File: config.mk
export PLATFORM = sky130hd
export DESIGN_NAME = mem_arbiter_flat
export DESIGN_NICKNAME = d
export VERILOG_FILES = /design/src/rtl/cpu_types_pkg.sv /design/src/rtl/mem_arbiter_if.sv /design/src/rtl/mem_timeout_ctr.sv /design/src/rtl/mem_arbiter.sv /design/src/flat_wrapper.sv
export SDC_FILE = /design/constraint.sdc
export NUM_CORES = 1
export LEC_CHECK = 0
export CORE_MARGIN = 4
export CORE_UTILIZATION = 35
export DETAILED_ROUTE_END_ITERATION = 8
export HOLD_SLACK_MARGIN = 0.05
export PLACE_DENSITY = 0.9
export SKIP_CTS_REPAIR_TIMING = 1
export SLEW_MARGIN = 20
export SYNTH_ARGS = -nofsm -noshare
export SYNTH_HDL_FRONTEND = slang
export SYNTH_SLANG_ARGS = --single-unit
File: constraint.sdc
create_clock -name CLK -period 3 [get_ports CLK]
set_clock_uncertainty 0.1 [all_clocks]
set_input_delay 0.45 -clock CLK [delete_from_list [all_inputs] [get_ports CLK]]
set_output_delay 0.45 -clock CLK [all_outputs]
set_load 0.02 [all_outputs]
File: src/rtl/cpu_types_pkg.sv
// Shared types for the pipeline memory arbiter.
package cpu_types_pkg;

  localparam int unsigned WORD_W = 32;

  typedef logic [WORD_W-1:0] word_t;

  typedef enum logic [1:0] {
    IDLE  = 2'd0,
    D_ACC = 2'd1,
    I_ACC = 2'd2,
    ERR   = 2'd3
  } arb_state_t;

endpackage

File: src/rtl/mem_arbiter_if.sv
// Pipeline request/hit signals plus the single-port RAM handshake.
// The arbiter is the slave; the pipeline/RAM environment is the master.
interface mem_arbiter_if #(
  parameter int unsigned AWIDTH = 32,
  parameter int unsigned DWIDTH = 32
);

  logic              iREN;
  logic [AWIDTH-1:0] iaddr;
  logic              dREN;
  logic              dWEN;
  logic [AWIDTH-1:0] daddr;
  logic [DWIDTH-1:0] dstore;
  logic              ihit;
  logic [DWIDTH-1:0] iload;
  logic              dhit;
  logic [DWIDTH-1:0] dload;
  logic              busy;
  logic              err;
  logic              ram_req;
  logic              ram_wen;
  logic [AWIDTH-1:0] ram_addr;
  logic [DWIDTH-1:0] ram_wdata;
  logic [DWIDTH-1:0] ram_rdata;
  logic              ram_ack;

  modport slave (
    input  iREN, iaddr, dREN, dWEN, daddr, dstore, ram_rdata, ram_ack,
    output ihit, iload, dhit, dload, busy, err, ram_req, ram_wen, ram_addr, ram_wdata
  );

  modport master (
    output iREN, iaddr, dREN, dWEN, daddr, dstore, ram_rdata, ram_ack,
    input  ihit, iload, dhit, dload, busy, err, ram_req, ram_wen, ram_addr, ram_wdata
  );

endinterface

File: src/rtl/mem_timeout_ctr.sv
// Watchdog for an outstanding RAM access: counts unacknowledged cycles,
// saturating, and flags the last allowed cycle. TIMEOUT = 0 never expires.
module mem_timeout_ctr #(
  parameter int unsigned TIMEOUT = 64
) (
  input  logic CLK,
  input  logic sRST,
  input  logic clr,
  input  logic en,
  output logic expired
);

  localparam int unsigned CW = (TIMEOUT != 0) ? $clog2(TIMEOUT + 1) : 1;
  localparam logic [CW-1:0] LAST = CW'((TIMEOUT != 0) ? TIMEOUT - 1 : 0);

  logic [CW-1:0] cnt;

  // Clear on access entry, count waiting cycles, hold at all-ones.
  always_ff @(posedge CLK) begin
    if (sRST || clr) begin
      cnt <= '0;
    end else if (en && (cnt != '1)) begin
      cnt <= cnt + 1'b1;
    end
  end

  assign expired = (TIMEOUT != 0) && (cnt == LAST);

endmodule

File: src/rtl/mem_arbiter.sv
// Arbitrates instruction fetches and data loads/stores onto one single-port
// RAM. Data wins ties, accesses are never preempted, and an access the RAM
// never acknowledges parks the arbiter in a sticky error state.
module mem_arbiter
  import cpu_types_pkg::*;
#(
  parameter int unsigned AWIDTH  = 32,
  parameter int unsigned DWIDTH  = 32,
  parameter int unsigned TIMEOUT = 64
) (
  input logic           CLK,
  input logic           sRST,
  mem_arbiter_if.slave  bus
);

  arb_state_t        state, state_nxt;
  logic [AWIDTH-1:0] addr_q;
  logic [DWIDTH-1:0] wdata_q;
  logic              op_q;
  logic              in_acc;
  logic              expired;

  assign in_acc = (state == D_ACC) || (state == I_ACC);

  mem_timeout_ctr #(
    .TIMEOUT (TIMEOUT)
  ) u_timeout (
    .CLK     (CLK),
    .sRST    (sRST),
    .clr     (state == IDLE),
    .en      (in_acc && !bus.ram_ack),
    .expired (expired)
  );

  // State register.
  always_ff @(posedge CLK) begin
    if (sRST) begin
      state <= IDLE;
    end else begin
      state <= state_nxt;
    end
  end

  // Capture the winning request's address/data/op while accepting it in IDLE.
  always_ff @(posedge CLK) begin
    if (sRST) begin
      addr_q  <= '0;
      wdata_q <= '0;
      op_q    <= 1'b0;
    end else if (state == IDLE) begin
      if (bus.dREN || bus.dWEN) begin
        addr_q  <= bus.daddr;
        wdata_q <= bus.dstore;
        op_q    <= bus.dWEN;
      end else if (bus.iREN) begin
        addr_q  <= bus.iaddr;
      end
    end
  end

  assign bus.ram_addr  = addr_q;
  assign bus.ram_wdata = wdata_q;
  assign bus.busy      = (state != IDLE);

  // Next-state selection and combinational decode of the RAM request and hits.
  always_comb begin
    state_nxt   = state;
    bus.ram_req = 1'b0;
    bus.ram_wen = 1'b0;
    bus.ihit    = 1'b0;
    bus.iload   = '0;
    bus.dhit    = 1'b0;
    bus.dload   = '0;
    bus.err     = 1'b0;
    case (state)
      IDLE: begin
        if (bus.dREN || bus.dWEN) begin
          state_nxt = D_ACC;
        end else if (bus.iREN) begin
          state_nxt = I_ACC;
        end
      end
      D_ACC: begin
        bus.ram_req = 1'b1;
        bus.ram_wen = op_q;
        if (bus.ram_ack) begin
          bus.dhit  = 1'b1;
          bus.dload = op_q ? '0 : bus.ram_rdata;
          state_nxt = IDLE;
        end else if (expired) begin
          state_nxt = ERR;
        end
      end
      I_ACC: begin
        bus.ram_req = 1'b1;
        if (bus.ram_ack) begin
          bus.ihit  = 1'b1;
          bus.iload = bus.ram_rdata;
          state_nxt = IDLE;
        end else if (expired) begin
          state_nxt = ERR;
        end
      end
      ERR: begin
        bus.err = 1'b1;
      end
      default: state_nxt = IDLE;
    endcase
  end

endmodule
File: src/flat_wrapper.sv
// flat-port wrapper written by rule: the top's interface ports become plain ports
module mem_arbiter_flat import cpu_types_pkg::*;
#(
  parameter int unsigned AWIDTH  = 32,
  parameter int unsigned DWIDTH  = 32,
  parameter int unsigned TIMEOUT = 64
)
  (CLK, sRST, bus_iREN, bus_iaddr, bus_dREN, bus_dWEN, bus_daddr, bus_dstore, bus_ram_rdata, bus_ram_ack, bus_ihit, bus_iload, bus_dhit, bus_dload, bus_busy, bus_err, bus_ram_req, bus_ram_wen, bus_ram_addr, bus_ram_wdata);
  mem_arbiter_if #(.AWIDTH(AWIDTH), .DWIDTH(DWIDTH)) bus_i ();
  input logic CLK;
  input logic sRST;
  input wire logic [$bits(bus_i.iREN)-1:0] bus_iREN;
  input wire logic [$bits(bus_i.iaddr)-1:0] bus_iaddr;
  input wire logic [$bits(bus_i.dREN)-1:0] bus_dREN;
  input wire logic [$bits(bus_i.dWEN)-1:0] bus_dWEN;
  input wire logic [$bits(bus_i.daddr)-1:0] bus_daddr;
  input wire logic [$bits(bus_i.dstore)-1:0] bus_dstore;
  input wire logic [$bits(bus_i.ram_rdata)-1:0] bus_ram_rdata;
  input wire logic [$bits(bus_i.ram_ack)-1:0] bus_ram_ack;
  output wire logic [$bits(bus_i.ihit)-1:0] bus_ihit;
  output wire logic [$bits(bus_i.iload)-1:0] bus_iload;
  output wire logic [$bits(bus_i.dhit)-1:0] bus_dhit;
  output wire logic [$bits(bus_i.dload)-1:0] bus_dload;
  output wire logic [$bits(bus_i.busy)-1:0] bus_busy;
  output wire logic [$bits(bus_i.err)-1:0] bus_err;
  output wire logic [$bits(bus_i.ram_req)-1:0] bus_ram_req;
  output wire logic [$bits(bus_i.ram_wen)-1:0] bus_ram_wen;
  output wire logic [$bits(bus_i.ram_addr)-1:0] bus_ram_addr;
  output wire logic [$bits(bus_i.ram_wdata)-1:0] bus_ram_wdata;
  assign bus_i.iREN = bus_iREN;
  assign bus_i.iaddr = bus_iaddr;
  assign bus_i.dREN = bus_dREN;
  assign bus_i.dWEN = bus_dWEN;
  assign bus_i.daddr = bus_daddr;
  assign bus_i.dstore = bus_dstore;
  assign bus_i.ram_rdata = bus_ram_rdata;
  assign bus_i.ram_ack = bus_ram_ack;
  assign bus_ihit = bus_i.ihit;
  assign bus_iload = bus_i.iload;
  assign bus_dhit = bus_i.dhit;
  assign bus_dload = bus_i.dload;
  assign bus_busy = bus_i.busy;
  assign bus_err = bus_i.err;
  assign bus_ram_req = bus_i.ram_req;
  assign bus_ram_wen = bus_i.ram_wen;
  assign bus_ram_addr = bus_i.ram_addr;
  assign bus_ram_wdata = bus_i.ram_wdata;
  mem_arbiter #(.AWIDTH(AWIDTH), .DWIDTH(DWIDTH), .TIMEOUT(TIMEOUT)) u_core (.CLK(CLK), .sRST(sRST), .bus(bus_i));
endmodule
; ---- After elaboration in Yosys (flattened, before gate mapping)
; Cells that the tools add are included.
[word_totals]
out_inout_bits = 134
input_bits = 134
regBits = 74
word_cells = 45
[op_classes]
mux = 18
n_eq_ne = 7
reduce_logical = 14
n_addsub = 1
[ops]
columns = cell, n
row1 = two-way mux 32 bit, 7
row2 = two-way mux 2 bit, 4
row3 = "adder 7 x 1 -> 7 bit, second input constant", 1
row4 = "equality test 7 x 6 -> 1 bit, second input constant", 1
row5 = "!= test 7 bit, second input constant", 1
row6 = two-way mux 1 bit, 6
row7 = nonzero test 2 bit, 3
row8 = "equality test 2 bit, second input constant", 2
row9 = case mux 2 bit (2 select lines), 1
row10 = AND reduction 2 bit, 2
row11 = logical OR 1 bit, 3
row12 = "!= test 3 x 1 -> 1 bit, second input constant", 1
row13 = "!= test 3 x 2 -> 1 bit, second input constant", 1
row14 = AND reduction 3 bit, 1
row15 = "equality test 2 x 1 -> 1 bit, second input constant", 1
row16 = logical AND 1 bit, 2
row17 = zero test 2 bit, 1
row18 = OR reduction 2 bit, 1
row19 = zero test 1 bit, 1

; ---- Logic depth before layout (Yosys ltp)
; Gate-level depths: netlist of the first run.
[logic_depth]
ltp_word = 4
ltp_mapped = 8
ltp_nobuf = 5

; ---- Cells and area by module
; Synthesis of the first run repeated with hierarchy kept, for this count alone.
[hier_totals]
hier_cells = 464
area_unflattened_um2 = 3812.4
[modules_own_cells]
columns = mod, instances, cells_each, area_per_inst_um2, seq_area_each_um2
row1 = mem_arbiter, 1, 425, 3454.6, 1341.3
row2 = mem_timeout_ctr, 1, 39, 357.8, 140.1

; ---- Least setup slack after synthesis of the first run
; OpenSTA, ideal clock, no wires.
[synth_timing]
path_type = reg-to-output
from = register u_core.state[1]
to = output bus_dload[10]
t_required_ns = 2.450
setup_slack_ns = 0.926
n_path_buf = 1
path_stages_with_launch = 7
arrival_time_ns = 1.524
cell_sequence = dfxtp_1 -> inv_1 -> ha_1 -> and2_1 -> nor2b_1 -> clkbuf_1 -> and2_1
[synth_between]
elab_chain_cells = 2
[synth_lines]
columns = element, line_no
row1 = "start, declared", mem_arbiter.sv:16  ; arb_state_t state, state_nxt;
row2 = "start signal, assigned", mem_arbiter.sv:40  ; state <= state_nxt;
row3 = equality test 2 x 1 -> 1 bit, mem_arbiter.sv:75  ; case (state)
row4 = two-way mux 32 bit, mem_arbiter.sv:75
row5 = "end, declared", flat_wrapper.sv:23  ; output wire logic [$bits(bus_i.dload)-1:0] bus_dload;
; Every way passes these cells.

; ---- Worst setup path in the final report of the first run
[layout_timing]
from = register u_core.state[1]
to = output bus_dload[16]
; The elaborated chain is that of the path after synthesis.

==> results of run 1 <==
==> synthesized netlist by cell type, types with 2 or more instances <==
library cell	count
mux2i_1	2
nor2_1	34
a21oi_1	35
clkbuf_1	24
buf_2	15
a2111oi_2	2
a211oi_1	4
and3_1	32
nor4_1	3
buf_4	5
ha_1	5
a311oi_1	32
and2_1	36
dfxtp_1	74
o21ai_0	33
nand2_1	104
a31oi_1	2
inv_1	5
nor2b_1	3
==> cell type report <==
| type | instances | area share |
|---|---|---|
| Sequential cell | 74 | 0.225 |
| Tap cell | 133 | 0.0253 |
| Multi-Input combinational cell | 346 | 0.291 |
| Clock buffer | 9 | 0.0188 |
| Clock inverter | 7 | 0.0124 |
| Timing Repair Buffer | 279 | 0.424 |
| Inverter | 5 | 0.00285 |
==> per-layer routing <==
layer,up-vias,part of all wire
met1,1973,0.35
met2,205,0.51
met5,-,0
met3,24,0.11
met4,0,0.029
li1,2115,-
==> metrics by stage <==
stage                util  std cells  setup slack (ps)  hold slack [ps]
finish              0.665        853               188              358
floorplan               -        469               926              331
detailed placement  0.643        837               206              348
CTS                 0.663        853               111              360
global placement    0.643        837               285              341
global route        0.665        853              7.70              383
==> sequential cells by signal (all words and copies together) (netlist names) <==
register	cells
u_core.u_timeout.cnt	7
u_core.state	2
u_core.bus.ram_wdata	32
u_core.bus.ram_addr	32
u_core.op_q	1
==> power by group through the flow <==
stage               clock (uW)  combinational [uW]  sequential [uW]
floorplan                    0                1130             1800
global placement             0                2630             1450
detailed placement           0                2670             1470
CTS                        842                2680             1450
global route               879                2860             1490
finish                     826                2670             1450
==> kinds of logic (layout without fill, tap and decap cells) <==
logic type,count (synthesis),count (layout),share of synthesized area
buffers and inverters,49,300,0.0612
adder cells (fa/ha/maj),5,5,0.0173
AND/OR/NAND/NOR,223,223,0.296
multiplexers,2,2,0.00553
AO/OA/AOI/OAI,116,116,0.210
flip-flops,74,74,0.409
==> final timing paths <==
path         slack [ps]                    start                 endpoint
max                 190          u_core.state[1]            bus_dload[16]
min                 360  u_core.bus.ram_wdata[1]  u_core.bus.ram_wdata[1]
max reg2reg        1050          u_core.state[0]  u_core.bus.ram_addr[31]
min reg2reg         360  u_core.bus.ram_wdata[1]  u_core.bus.ram_wdata[1]
==> worst max-delay path, stage by stage, from the launching register on <==
cell and delay (ps):
dfxtp_1 350, inv_1 120, ha_1 180, and2_1 130, nor2b_1 150, buf_6 210
and2_1 160, clkdlybuf4s50_1 610
==> flow_summary_export.csv, run 1 <==
group,metric,value,unit
status,status,"complete, no violations",
hold_path,hold_class,"flop to flop",
logic_synthesis,synth_edf_count,0,
power,p_comb_frac,0.540,
grt,gr-total-overflow,0,
cells_and_area,drive_gt1_frac,0.0528,
routing,wl_per_cell,16.4,um
power,power.internal,2900,uW
grt,grt_pass1_vias,4066,
floorplanning,core.rowCount,36,
routing,drc,0,
logic_synthesis,yosysUniqueCellTypes,38,
logic_synthesis,syn_area,0.00362,mm^2
logic_synthesis,synthTopCellsByArea,"dfxtp_1 (41%), nand2_1 (11%), a311oi_1 (7.7%), and2_1 (6.2%), and3_1 (5.5%)",
logic_synthesis,yosysTopAreaCell,"dfxtp_1",
logic_synthesis,synth-main-ff-cell,"dfxtp_1",
floorplanning,initial_utilization,0.365,
cells_and_area,seq_area,0.00148,mm^2
cells_and_area,multi_input_area,0.00192,mm^2
cells_and_area,layout_common_cells,"clkdlybuf4s50_1 (263), nand2_1 (104), dfxtp_1 (74)",
cts,cts_buffers,9,
logic_synthesis,synth_top_area_frac,0.409,
floorplanning,dieArea,0.0120,mm^2
placed_design,gp_congestion,0.813,
floorplanning,io_pins,268,
logic_synthesis,yosysWarnings,0,
cells_and_area,final_common_cell,"clkdlybuf4s50_1",
grt,grt_max_degree,65,
sta,min_period,2810,ps
worst_setup_path,crit_arrival,2260,ps
sta,max_clock_freq,0.356,GHz
cts,clock_sinks,74,
grt,use_met2,0.409,
logic_synthesis,ys_ff_latch,74,
worst_setup_path,startpoint_type,"flop",
routing,num_vias,4317,
cells_and_area,nFillCells,776,
cells_and_area,antenna_cells,0,
placed_design,dpl.hpwl,10800,um
routing,routed_via_density,5.06,
logic_synthesis,ys_seq_area_frac,0.409,
grt,antenna_found_initial,0,
cts,clockBufferDepth,2,
sta,fin_setup_tns,0,ps
cells_and_area,area.growth.synth_to_final,81.9,%
power,power,4950,uW
sta,relSlewSlack,0.535,
power,ir_worst_vdd,0.407,mV
floorplanning,die_y,110,um
grt,grtUsageMet3,0.0863,
floorplanning,fp.dieW,110,um
worst_setup_path,reg2regPathDepth,6,
routing,drt-total-wl,14000,um
sta,setup_viol,0,
sta,slew_viol_final,0,
grt,grt_usage,0.218,
power,seqPwrFrac,0.293,
cts,cts_root_buffer,"clkbuf_8",
cells_and_area,final_cell_area,0.00659,mm^2
logic_synthesis,synth_area_per_cell,7.72,um^2
power,p_leak,0.00259,uW
flow_run,drv_cap,0,
grt,grt.busiest_layer,"met2",
hold_path,hold_depth,2,
floorplanning,coreArea,0.00991,mm^2
cts,cts.clk_slew.worst_paths,90,ps
power,p_per_area,751,mW/mm^2
cts,htreeDepth,3,
routing,drt_iter0_markers,202,
logic_synthesis,ys_async_sr_fraction,0,
worst_setup_path,end_kind,"output pin",
power,sw_frac_of_total,0.413,
worst_setup_path,critPathKind,"flop to output pin",
grt,grt_use_met1,0.210,
routing,drt-pass1-iter-count,4,
placed_design,post_dp_cell_area,0.00637,mm^2
power,p_sw,2040,uW
cts,clk_latency,350,ps
cells_and_area,nets,854,
placed_design,numPortBuffers,267,
worst_setup_path,crit_fanout,32,
sta,grt_setup_unrepaired,"no",
grt,grt_pass1_wl,20400,um
sta,hold_violations,0,
logic_synthesis,netlist_instances,469,
sta,worst_slew_pin_slew,698,ps
worst_setup_path,worstPathRequired,2450,ps
sta,finalCritPeriodShare,0.937,
cts,cts_tree,"done",
routing,ant_nets,0,
power,p_clk_frac,0.167,
logic_synthesis,syn-num-nets,608,
(Power assumes the default switching activity.)
==> inputs of run 2 (changes only) <==
Clock period 3 ns to 2.9 ns, I/O delays scaled along.
==> run 2 against run 1 <==
  * Critical path type unchanged
  * Design area grew 0.68%
  * Power grew 3.0%
  * Highest routed layer unchanged
  * Worst setup slack lost 36 ps
  * Via count grew 0.76%
  * Utilization grew 0.45 points
  * Sequential cell count is the same
  * Wire length grew 3.1%
  * Largest cell class unchanged
  * Sequential power grew 3%
==> flow_summary_export.csv, run 2 (synthesis results as in run 1) <==
group,metric,value,unit
grt,grt_max_degree,38,
worst_setup_path,cp_slowest_cell,"clkdlybuf4s50_1",
cells_and_area,layout_common_cells,"clkdlybuf4s50_1 (247), nand2_1 (104), dfxtp_1 (74)",
cts,clockBufferDepth,2,
power,p_sw,2100,uW
hold_path,hp-start,"u_core.bus.ram_wdata[7]",
hold_path,hold_class,"flop to flop",
status,status,"complete, no violations",
cts,clock_sinks,74,
placed_design,pre_cts_ws,97.2,ps
grt,grt_pass1_wl,20700,um
floorplanning,fp.dieW,110,um
routing,wl_per_cell,16.9,um
cells_and_area,drive_gt1_frac,0.0568,
worst_setup_path,startpoint_type,"flop",
placed_design,numPortBuffers,267,
cts,cts_tree,"done",
worst_setup_path,worstSetupStartpoint,"u_core.state[1]",
sta,worst_slew_pin_slew,678,ps
cts,cts.clk_slew.worst_paths,80,ps
grt,grt_usage,0.223,
cts,cts_buffers,9,
worst_setup_path,crit_arrival,2210,ps
sta,relSlewSlack,0.548,
cells_and_area,final_common_cell,"clkdlybuf4s50_1",
sta,fin_ws,152,ps
power,p_per_area,769,mW/mm^2
cells_and_area,area.growth.synth_to_final,83.1,%
cts,clk_latency,350,ps
floorplanning,core.rowCount,36,
cells_and_area,nets,856,
cts,htreeDepth,3,
floorplanning,io_pins,268,
cts,cts_root_buffer,"clkbuf_8",
worst_setup_path,rr_startpoint,"u_core.state[0]",
sta,finalCritPeriodShare,0.948,
worst_setup_path,cp_common_cell,"and2_1",
cells_and_area,nFillCells,757,
sta,min_period,2750,ps
cells_and_area,final_cell_area,0.00663,mm^2
power,seqPwrFrac,0.293,
placed_design,post_dp_cell_area,0.00636,mm^2
floorplanning,initial_utilization,0.365,
worst_setup_path,reg2regPathDepth,6,
routing,ant_nets,0,
worst_setup_path,crit_fanout,16,
placed_design,gp_congestion,0.807,
grt,gr-total-overflow,0,
cells_and_area,seq_area,0.00148,mm^2
power,power,5100,uW
sta,setup_viol,0,
floorplanning,dieArea,0.0120,mm^2
power,p_comb_frac,0.541,
power,p_clk_frac,0.166,
worst_setup_path,crit_path_end,"bus_dload[19]",
worst_setup_path,worst-path-buf-inv,3,
floorplanning,coreArea,0.00991,mm^2
sta,max_clock_freq,0.364,GHz
worst_setup_path,slowest_delay,600,ps
cells_and_area,multi_input_area,0.00192,mm^2
sta,slew_viol_final,0,
sta,grt_setup_unrepaired,"no",
floorplanning,die_y,110,um
cells_and_area,antenna_cells,0,
routing,drc,0,
worst_setup_path,cp_top_family,"buffers and inverters",
flow_run,drv_cap,0,
power,power.internal,2990,uW
worst_setup_path,crit_cells,7,
power,p_leak,0.00288,uW
worst_setup_path,worstPathRequired,2370,ps
placed_design,dpl.hpwl,11300,um
routing,drt_iter0_markers,279,
power,ir_worst_vdd,0.464,mV
worst_setup_path,rr_endpoint,"u_core.bus.ram_addr[24]",
worst_setup_path,rrSetupSlack,960,ps
routing,routed_via_density,5.09,
grt,grt_pass1_vias,4163,
routing,drt-pass1-iter-count,5,
worst_setup_path,critPathKind,"flop to output pin",
grt,antenna_found_initial,0,
worst_setup_path,end_kind,"output pin",
power,sw_frac_of_total,0.413,
sta,hold_violations,0,
routing,drt-total-wl,14400,um
routing,num_vias,4350,
worst_setup_path,path_cells,"inv_1, ha_1, and2_1, nor2b_2, buf_6, and2_1, clkdlybuf4s50_1",
## run 2: routing by layer
layer | share of wire | GRT usage | wire [um] | up-vias
li1 | - | - | - | 2118
met3 | 0.11 | 0.0781 | 1560 | 18
met4 | 0.014 | 0.0677 | 207 | 0
met2 | 0.53 | 0.441 | 7710 | 217
met1 | 0.34 | 0.212 | 4960 | 1997
met5 | 0 | 0 | 0 | -
## run 2: cell type report
| cell class | count | share of cell area |
|---|---|---|
| inverter | 5 | 0.00283 |
| sequential | 74 | 0.223 |
| clock buffer | 9 | 0.0187 |
| multi-input combinational | 346 | 0.290 |
| tap | 133 | 0.0251 |
| clock inverter | 7 | 0.0126 |
| timing repair buffer | 281 | 0.427 |
## run 2: worst min path at each step
stage / to / slack, ps / depth (start not counted)
floorplan: u_core.u_timeout.cnt[5] / 330 / 1
global placement: u_core.bus.ram_wdata[26] / 340 / 2
detailed placement: u_core.bus.ram_wdata[7] / 350 / 2
CTS: u_core.bus.ram_wdata[7] / 360 / 2
global route: u_core.bus.ram_wdata[17] / 380 / 2
finish: u_core.bus.ram_wdata[7] / 360 / 2
## run 2: tightest hold or removal path, cell delays in order, from the launching register on
cell and delay (ps):
dfxtp_1 310, nand2_1 50, a21oi_1 50
## run 2: power by group through the flow
stage	sequential, uW	combinational, uW	clock (uW)
final	1500	2760	844
after global routing	1530	2970	904
after CTS	1500	2770	866
after detailed placement	1520	2760	0
after global placement	1500	2700	0
after floorplan	1860	1160	0
## run 2: stage by stage
step	setup TNS (ps)	hold slack, ps	utilization	cells
2_1_floorplan	0	331	-	469
3_3_place_gp	0	342	0.642	838
3_5_place_dp	0	347	0.642	838
4_1_cts	-35.2	360	0.663	854
5_1_grt	0	382	0.669	855
6_report	0	356	0.669	855
